File: config.mk
export PLATFORM = sky130hd
export DESIGN_NAME = clic_irq_ctrl
export DESIGN_NICKNAME = d
export VERILOG_FILES = /design/src/rtl/clic_irq_ctrl.sv
export SDC_FILE = /design/constraint.sdc
export NUM_CORES = 2
export LEC_CHECK = 0
export CORE_ASPECT_RATIO = 1.1
export CORE_MARGIN = 1.5
export CORE_UTILIZATION = 60
export CTS_CLUSTER_DIAMETER = 120
export DETAILED_ROUTE_END_ITERATION = 10
export HOLD_SLACK_MARGIN = 0.12
export PLACE_DENSITY_LB_ADDON = 0.25
export SLEW_MARGIN = 15
export SYNTH_ARGS = -nofsm -noshare
export SYNTH_HDL_FRONTEND = slang
export SYNTH_SLANG_ARGS = --single-unit
File: constraint.sdc
create_clock -name clk_i -period 275.2 [get_ports clk_i]
set_input_delay 55.04 -clock clk_i [delete_from_list [all_inputs] [get_ports clk_i]]
set_output_delay 55.04 -clock clk_i [all_outputs]
set_load 0.01 [all_outputs]
File: src/rtl/clic_irq_ctrl.sv
// Minimal CLIC-style interrupt controller: per-line pending/enable/attr/level state,
// level+ID arbitration against a threshold, registered winner, and a word config port.
module clic_irq_ctrl #(
  parameter int NumInterrupts = 64,
  parameter int IdWidth       = $clog2(NumInterrupts),
  parameter int CfgAddrWidth  = 16
) (
  input  logic                     clk_i,
  input  logic                     rst_ni,
  input  logic [NumInterrupts-1:0] irq_src_i,
  output logic [NumInterrupts-1:0] irq_o,
  output logic [7:0]               irq_level_o,
  output logic                     irq_shv_o,
  output logic [1:0]               irq_priv_o,
  input  logic [IdWidth-1:0]       irq_id_i,
  input  logic                     irq_ack_i,
  input  logic                     cfg_req_i,
  input  logic                     cfg_we_i,
  input  logic [CfgAddrWidth-1:0]  cfg_addr_i,
  input  logic [31:0]              cfg_wdata_i,
  input  logic [3:0]               cfg_be_i,
  output logic [31:0]              cfg_rdata_o,
  output logic                     cfg_rvalid_o,
  output logic                     cfg_err_o
);

  logic [NumInterrupts-1:0] src_q, ip, ie, trig, shv;
  logic [1:0]               priv [NumInterrupts];
  logic [7:0]               ctl  [NumInterrupts];
  logic [7:0]               mintthresh;

  // Address decode: 0x0000 is the threshold, 0x1000.. is one word per line.
  logic [31:0]        addr_ext, line_off, rd_word;
  logic               thresh_hit, line_hit;
  logic [IdWidth-1:0] line_idx;

  assign addr_ext   = 32'(cfg_addr_i);
  assign line_off   = addr_ext - 32'h1000;
  assign thresh_hit = (addr_ext == 32'h0);
  assign line_hit   = (addr_ext >= 32'h1000) && (line_off < 32'(4 * NumInterrupts))
                      && (addr_ext[1:0] == 2'b00);
  assign line_idx   = line_off[IdWidth+1:2];
  assign rd_word    = {ctl[line_idx], priv[line_idx], 4'b0000, trig[line_idx], shv[line_idx],
                       7'b0, ie[line_idx], 7'b0, ip[line_idx]};

  logic unused_wdata;
  assign unused_wdata = ^{cfg_wdata_i[15:9], cfg_wdata_i[21:18]};

  logic [NumInterrupts-1:0] ack_sel, wr_sel, cand;

  always_comb begin
    ack_sel = '0;
    wr_sel  = '0;
    cand    = '0;
    for (int i = 0; i < NumInterrupts; i++) begin
      ack_sel[i] = irq_ack_i && (irq_id_i == IdWidth'(i));
      wr_sel[i]  = cfg_req_i && cfg_we_i && line_hit && (line_idx == IdWidth'(i));
      // The line just acknowledged sits out one arbitration so it is not re-presented stale.
      cand[i]    = ip[i] && ie[i] && (ctl[i] > mintthresh) && !ack_sel[i];
    end
  end

  logic               win_found;
  logic [IdWidth-1:0] win_id;
  logic [7:0]         win_lvl;

  // Ascending scan with >= lets the higher ID win ties.
  always_comb begin
    win_found = 1'b0;
    win_id    = '0;
    win_lvl   = '0;
    for (int i = 0; i < NumInterrupts; i++) begin
      if (cand[i] && (!win_found || ctl[i] >= win_lvl)) begin
        win_found = 1'b1;
        win_id    = IdWidth'(i);
        win_lvl   = ctl[i];
      end
    end
  end

  always_ff @(posedge clk_i) begin
    if (!rst_ni) begin
      src_q        <= '0;
      ip           <= '0;
      ie           <= '0;
      trig         <= '0;
      shv          <= '0;
      mintthresh   <= '0;
      for (int i = 0; i < NumInterrupts; i++) begin
        priv[i] <= 2'b11;
        ctl[i]  <= '0;
      end
      irq_o        <= '0;
      irq_level_o  <= '0;
      irq_shv_o    <= 1'b0;
      irq_priv_o   <= '0;
      cfg_rdata_o  <= '0;
      cfg_rvalid_o <= 1'b0;
      cfg_err_o    <= 1'b0;
    end else begin
      src_q <= irq_src_i;
      for (int i = 0; i < NumInterrupts; i++) begin
        // Edge lines: hardware set beats ack clear beats software write.
        if (!trig[i])                          ip[i] <= irq_src_i[i];
        else if (irq_src_i[i] && !src_q[i])    ip[i] <= 1'b1;
        else if (ack_sel[i])                   ip[i] <= 1'b0;
        else if (wr_sel[i] && cfg_be_i[0])     ip[i] <= cfg_wdata_i[0];
        if (wr_sel[i]) begin
          if (cfg_be_i[1]) ie[i] <= cfg_wdata_i[8];
          if (cfg_be_i[2]) begin
            priv[i] <= cfg_wdata_i[23:22];
            trig[i] <= cfg_wdata_i[17];
            shv[i]  <= cfg_wdata_i[16];
          end
          if (cfg_be_i[3]) ctl[i] <= cfg_wdata_i[31:24];
        end
      end
      if (cfg_req_i && cfg_we_i && thresh_hit && cfg_be_i[0])
        mintthresh <= cfg_wdata_i[7:0];

      cfg_rvalid_o <= cfg_req_i;
      cfg_err_o    <= cfg_req_i && !(thresh_hit || line_hit);
      if (cfg_req_i && !cfg_we_i && thresh_hit)    cfg_rdata_o <= {24'b0, mintthresh};
      else if (cfg_req_i && !cfg_we_i && line_hit) cfg_rdata_o <= rd_word;
      else                                         cfg_rdata_o <= '0;

      irq_o       <= win_found ? (NumInterrupts'(1) << win_id) : '0;
      irq_level_o <= win_found ? win_lvl : 8'h00;
      irq_shv_o   <= win_found ? shv[win_id] : 1'b0;
      irq_priv_o  <= win_found ? priv[win_id] : 2'b00;
    end
  end

endmodule

==> flow_summary_export.csv <==
group,metric,value,unit
outcome,run_status,"finished with violations",
outcome,violated_checks,"DRC",
routing,detailedRoute.firstPassIterationCount,11,
critical_path,timing.critical_path.to_type,"flop",
critical_path,startpoint_type,"primary input",
routing,wire_per_inst,30.2,µm
floorplan,design.die.area,0.141,mm²
placed_design,place_area,0.0869,mm²
clock_tree,numCtsBuffers,112,
layout,share_of_layout_cells_above_drive_strength_1,9.98,%
yosys,synth.yosys.warnings,0,
clock_tree,insertion_delay,0.79,ns
clock_tree,clkSinkCount,1066,
timing,finalCritPeriodShare,75.5,%
timing,final_hold_violation_count,0,
critical_path,critPathKind,"primary input to flop",
yosys,ys_async_sr_fraction,0,%
yosys,synth-seq-cells,1066,
job,drv_cap,0,
timing,timing.max_slew.rel_slack,6.15,%
critical_path,worst_path_max_delay_cell,"sky130_fd_sc_hd__nor4_4",
global_route,grt_start_max_net_pins,163,
pwr,internal_power,0.290,mW
routing,finalWirelength,326000,µm
pwr,power_frac_comb,13.1,%
routing,avgViaCountPerCell,7.10,
yosys,synth.distinct_cells,133,
clock_tree,tritoncts,"done",
timing,post-route-min-period,207.78,ns
clock_tree,post-cts-setup-buffer-count,0,
global_route,grt_remaining_overflow,0,
placed_design,place.port_buffers,213,
pwr,netSwitchingPower,0.114,mW
hold_path,holdCritPathClass,"flop to flop",
pwr,seq_power_share,46.5,%
yosys,post_synth_instance_area,0.0831,mm²
clock_tree,cts_hold_buf,0,
pwr,total_leakage_power,34.6,nW
timing,total_negative_slack_for_setup_checks,0,ns
layout,nNetsFinal,9983,
routing,via_count,76800,
timing,final-setup-viol-count,0,
pwr,power.clock.fraction,40.4,%
routing,ant_nets,0,
routing,initial_drc_count,10300,
floorplan,fp.dieW,358,µm
pwr,power,0.403,mW
layout,final_common_cell,"sky130_fd_sc_hd__nand2_1",
pwr,sw_frac_of_total,28.2,%
global_route,use_met1,55.9,%
critical_path,critical_path.max_fanout,27,
placed_design,place_congestion,1.02,
clock_tree,cts-root-to-sink-buffers,3,
yosys,postSynthAreaPerCell,9.40,µm²
yosys,postSynthCellCount,8832,
clock_tree,clk_pin_slew_worst_paths,0.07,ns
yosys,synth-seq-area-share,33.4,%
clock_tree,postCtsResizedCells,0,
critical_path,worst_path_most_repeated_cell,"sky130_fd_sc_hd__a21oi_1",
global_route,first_global_vias,72400,
yosys,synth_ff_type,"sky130_fd_sc_hd__edfxtp_1",
floorplan,core_box_area,0.138,mm²
pwr,power.density,4.44,mW/mm²
clock_tree,cts_root_buffer,"sky130_fd_sc_hd__clkbuf_16",
timing,grt_setup_unrepaired,"false",
critical_path,critPathMaxStageDelay,1.02,ns
placed_design,hpwlAfterDp,242000,µm
floorplan,design.portCount,236,
timing,maxClockFrequency,4.81,MHz
layout,fin_area,0.0909,mm²
timing,clock_skew,0.0663,ns
timing,tightest_slew,1.40,ns
routing,drc_errors,3,
layout,area_growth_syn_to_layout,9.47,%
pwr,irDropWorstVdd,0.00596,mV
yosys,synth_edf_count,640,
global_route,grt.total_usage,45.6,%
timing,max_slew_vio_count,0,
floorplan,row_count,143,
global_route,grt_first_pass_wirelength,473000,µm
global_route,grt_antenna_before_repair,37,
global_route,groute.layer.met3.usage,12.1,%
global_route,grt_busiest_layer,"met2",
layout,most-common-layout-cells,"sky130_fd_sc_hd__nand2_1 (1198), sky130_fd_sc_hd__ha_1 (962), sky130_fd_sc_hd__nor2_1 (748)",
critical_path,cp_data_required_time,275.88,ns
floorplan,die_height,393,µm
clock_tree,cts_htree_levels,3,
critical_path,cp.arrival,208.46,ns
global_route,globalRouteMet2Util,69.1,%
floorplan,start_util,60.3,%
layer usage:
| metal | vias up | routed length [µm] |
|---|---|---|
| met3 | 1324 | 41800 |
| met5 | - | 372 |
| met1 | 36700 | 114000 |
| met4 | 54 | 28700 |
| met2 | 5265 | 141000 |
| li1 | 33500 | - |
layout make-up:
class                   count  area, µm²
fillers                 11100      46800
clock inverters            76        837
diodes                     10       25.0
clock buffers             138       3090
multi-input cells        7005      52400
repair buffers            353       3190
flip-flops and latches   1066      27800
well taps                1812       2270
inverters                 356       1350
worst paths after layout:
check                                   from              endpoint  slack (ns)  depth (start not counted)
hold reg to reg         shv[36]$_SDFFE_PN0P_  shv[36]$_SDFFE_PN0P_        0.48                          2
setup reg to reg  mintthresh[7]$_SDFFE_PN0P_  irq_shv_o$_SDFF_PN0_      121.59                        659
hold / removal          shv[36]$_SDFFE_PN0P_  shv[36]$_SDFFE_PN0P_        0.48                          2
setup / recovery                 irq_id_i[1]  irq_shv_o$_SDFF_PN0_       67.42                        658
worst max-delay path, delay by kind of cell:
family / cells / cell delay [ns]
compound gates: 321 / 76.97
fa+ha+maj: 64 / 18.76
buf+inv: 48 / 9.56
mux: 14 / 5.50
simple gates: 211 / 42.27
power by group through the flow:
stage | clock (mW) | sequential [mW] | combinational [mW]
floorplan | 0 | 0.185 | 0.0333
global placement | 0 | 0.190 | 0.0489
detailed placement | 0 | 0.190 | 0.0507
CTS | 0.162 | 0.187 | 0.0510
global route | 0.168 | 0.188 | 0.0565
finish | 0.163 | 0.188 | 0.0528
registers in the layout (all words and copies together) (netlist names):
register      count
irq_level_o       8
irq_shv_o         1
mintthresh        8
priv            128
cfg_err_o         1
ip               64
cfg_rvalid_o      1
irq_priv_o        2
shv              64
ie               64
cfg_rdata_o      21
irq_o            64
trig             64
ctl             512
src_q            64
logic make-up (layout without fill, tap and decap cells):
| family | after synthesis | count (layout) | synth area share [%] |
|---|---|---|---|
| mux | 468 | 468 | 10.2 |
| compound gates | 2187 | 2187 | 18.8 |
| flops | 1066 | 1066 | 33.4 |
| simple gates | 3368 | 3368 | 19.3 |
| other cells | 1 | 21 | 0.00452 |
| buf+inv | 771 | 923 | 3.71 |
| fa+ha+maj | 971 | 971 | 14.6 |
through the flow:
step | util [%] | std cells | hold WS, ns | worst slack (ns)
after global routing | 66.0 | 10800 | 0.504 | 57.68
after CTS | 65.9 | 10800 | 0.482 | 70.37
after global placement | 63.1 | 10600 | 0.462 | 72.10
after detailed placement | 63.1 | 10600 | 0.474 | 70.29
after floorplan | - | 8842 | 0.448 | 93.80
final | 66.0 | 10800 | 0.483 | 67.42
synthesized netlist by cell type, types with 161 or more instances:
cell                       instances  area share [%]
sky130_fd_sc_hd__edfxtp_1        640              23
sky130_fd_sc_hd__nand2b_1        165             1.2
sky130_fd_sc_hd__a21oi_1         418             2.5
sky130_fd_sc_hd__a21boi_0        225             2.0
sky130_fd_sc_hd__nand3_1         445             2.7
sky130_fd_sc_hd__nor2_1          748             3.4
sky130_fd_sc_hd__a21o_1          161             1.5
sky130_fd_sc_hd__o21a_1          174             1.6
sky130_fd_sc_hd__dfxtp_1         426              10
sky130_fd_sc_hd__mux4_2          295             8.0
sky130_fd_sc_hd__nand2_1        1206             5.5
sky130_fd_sc_hd__o21ai_0         312             1.9
sky130_fd_sc_hd__inv_1           356             1.6
sky130_fd_sc_hd__nor2b_1         171             1.3
sky130_fd_sc_hd__clkbuf_1        301             1.4
sky130_fd_sc_hd__ha_1            962              14
Power figures use the tool's default switching activity.
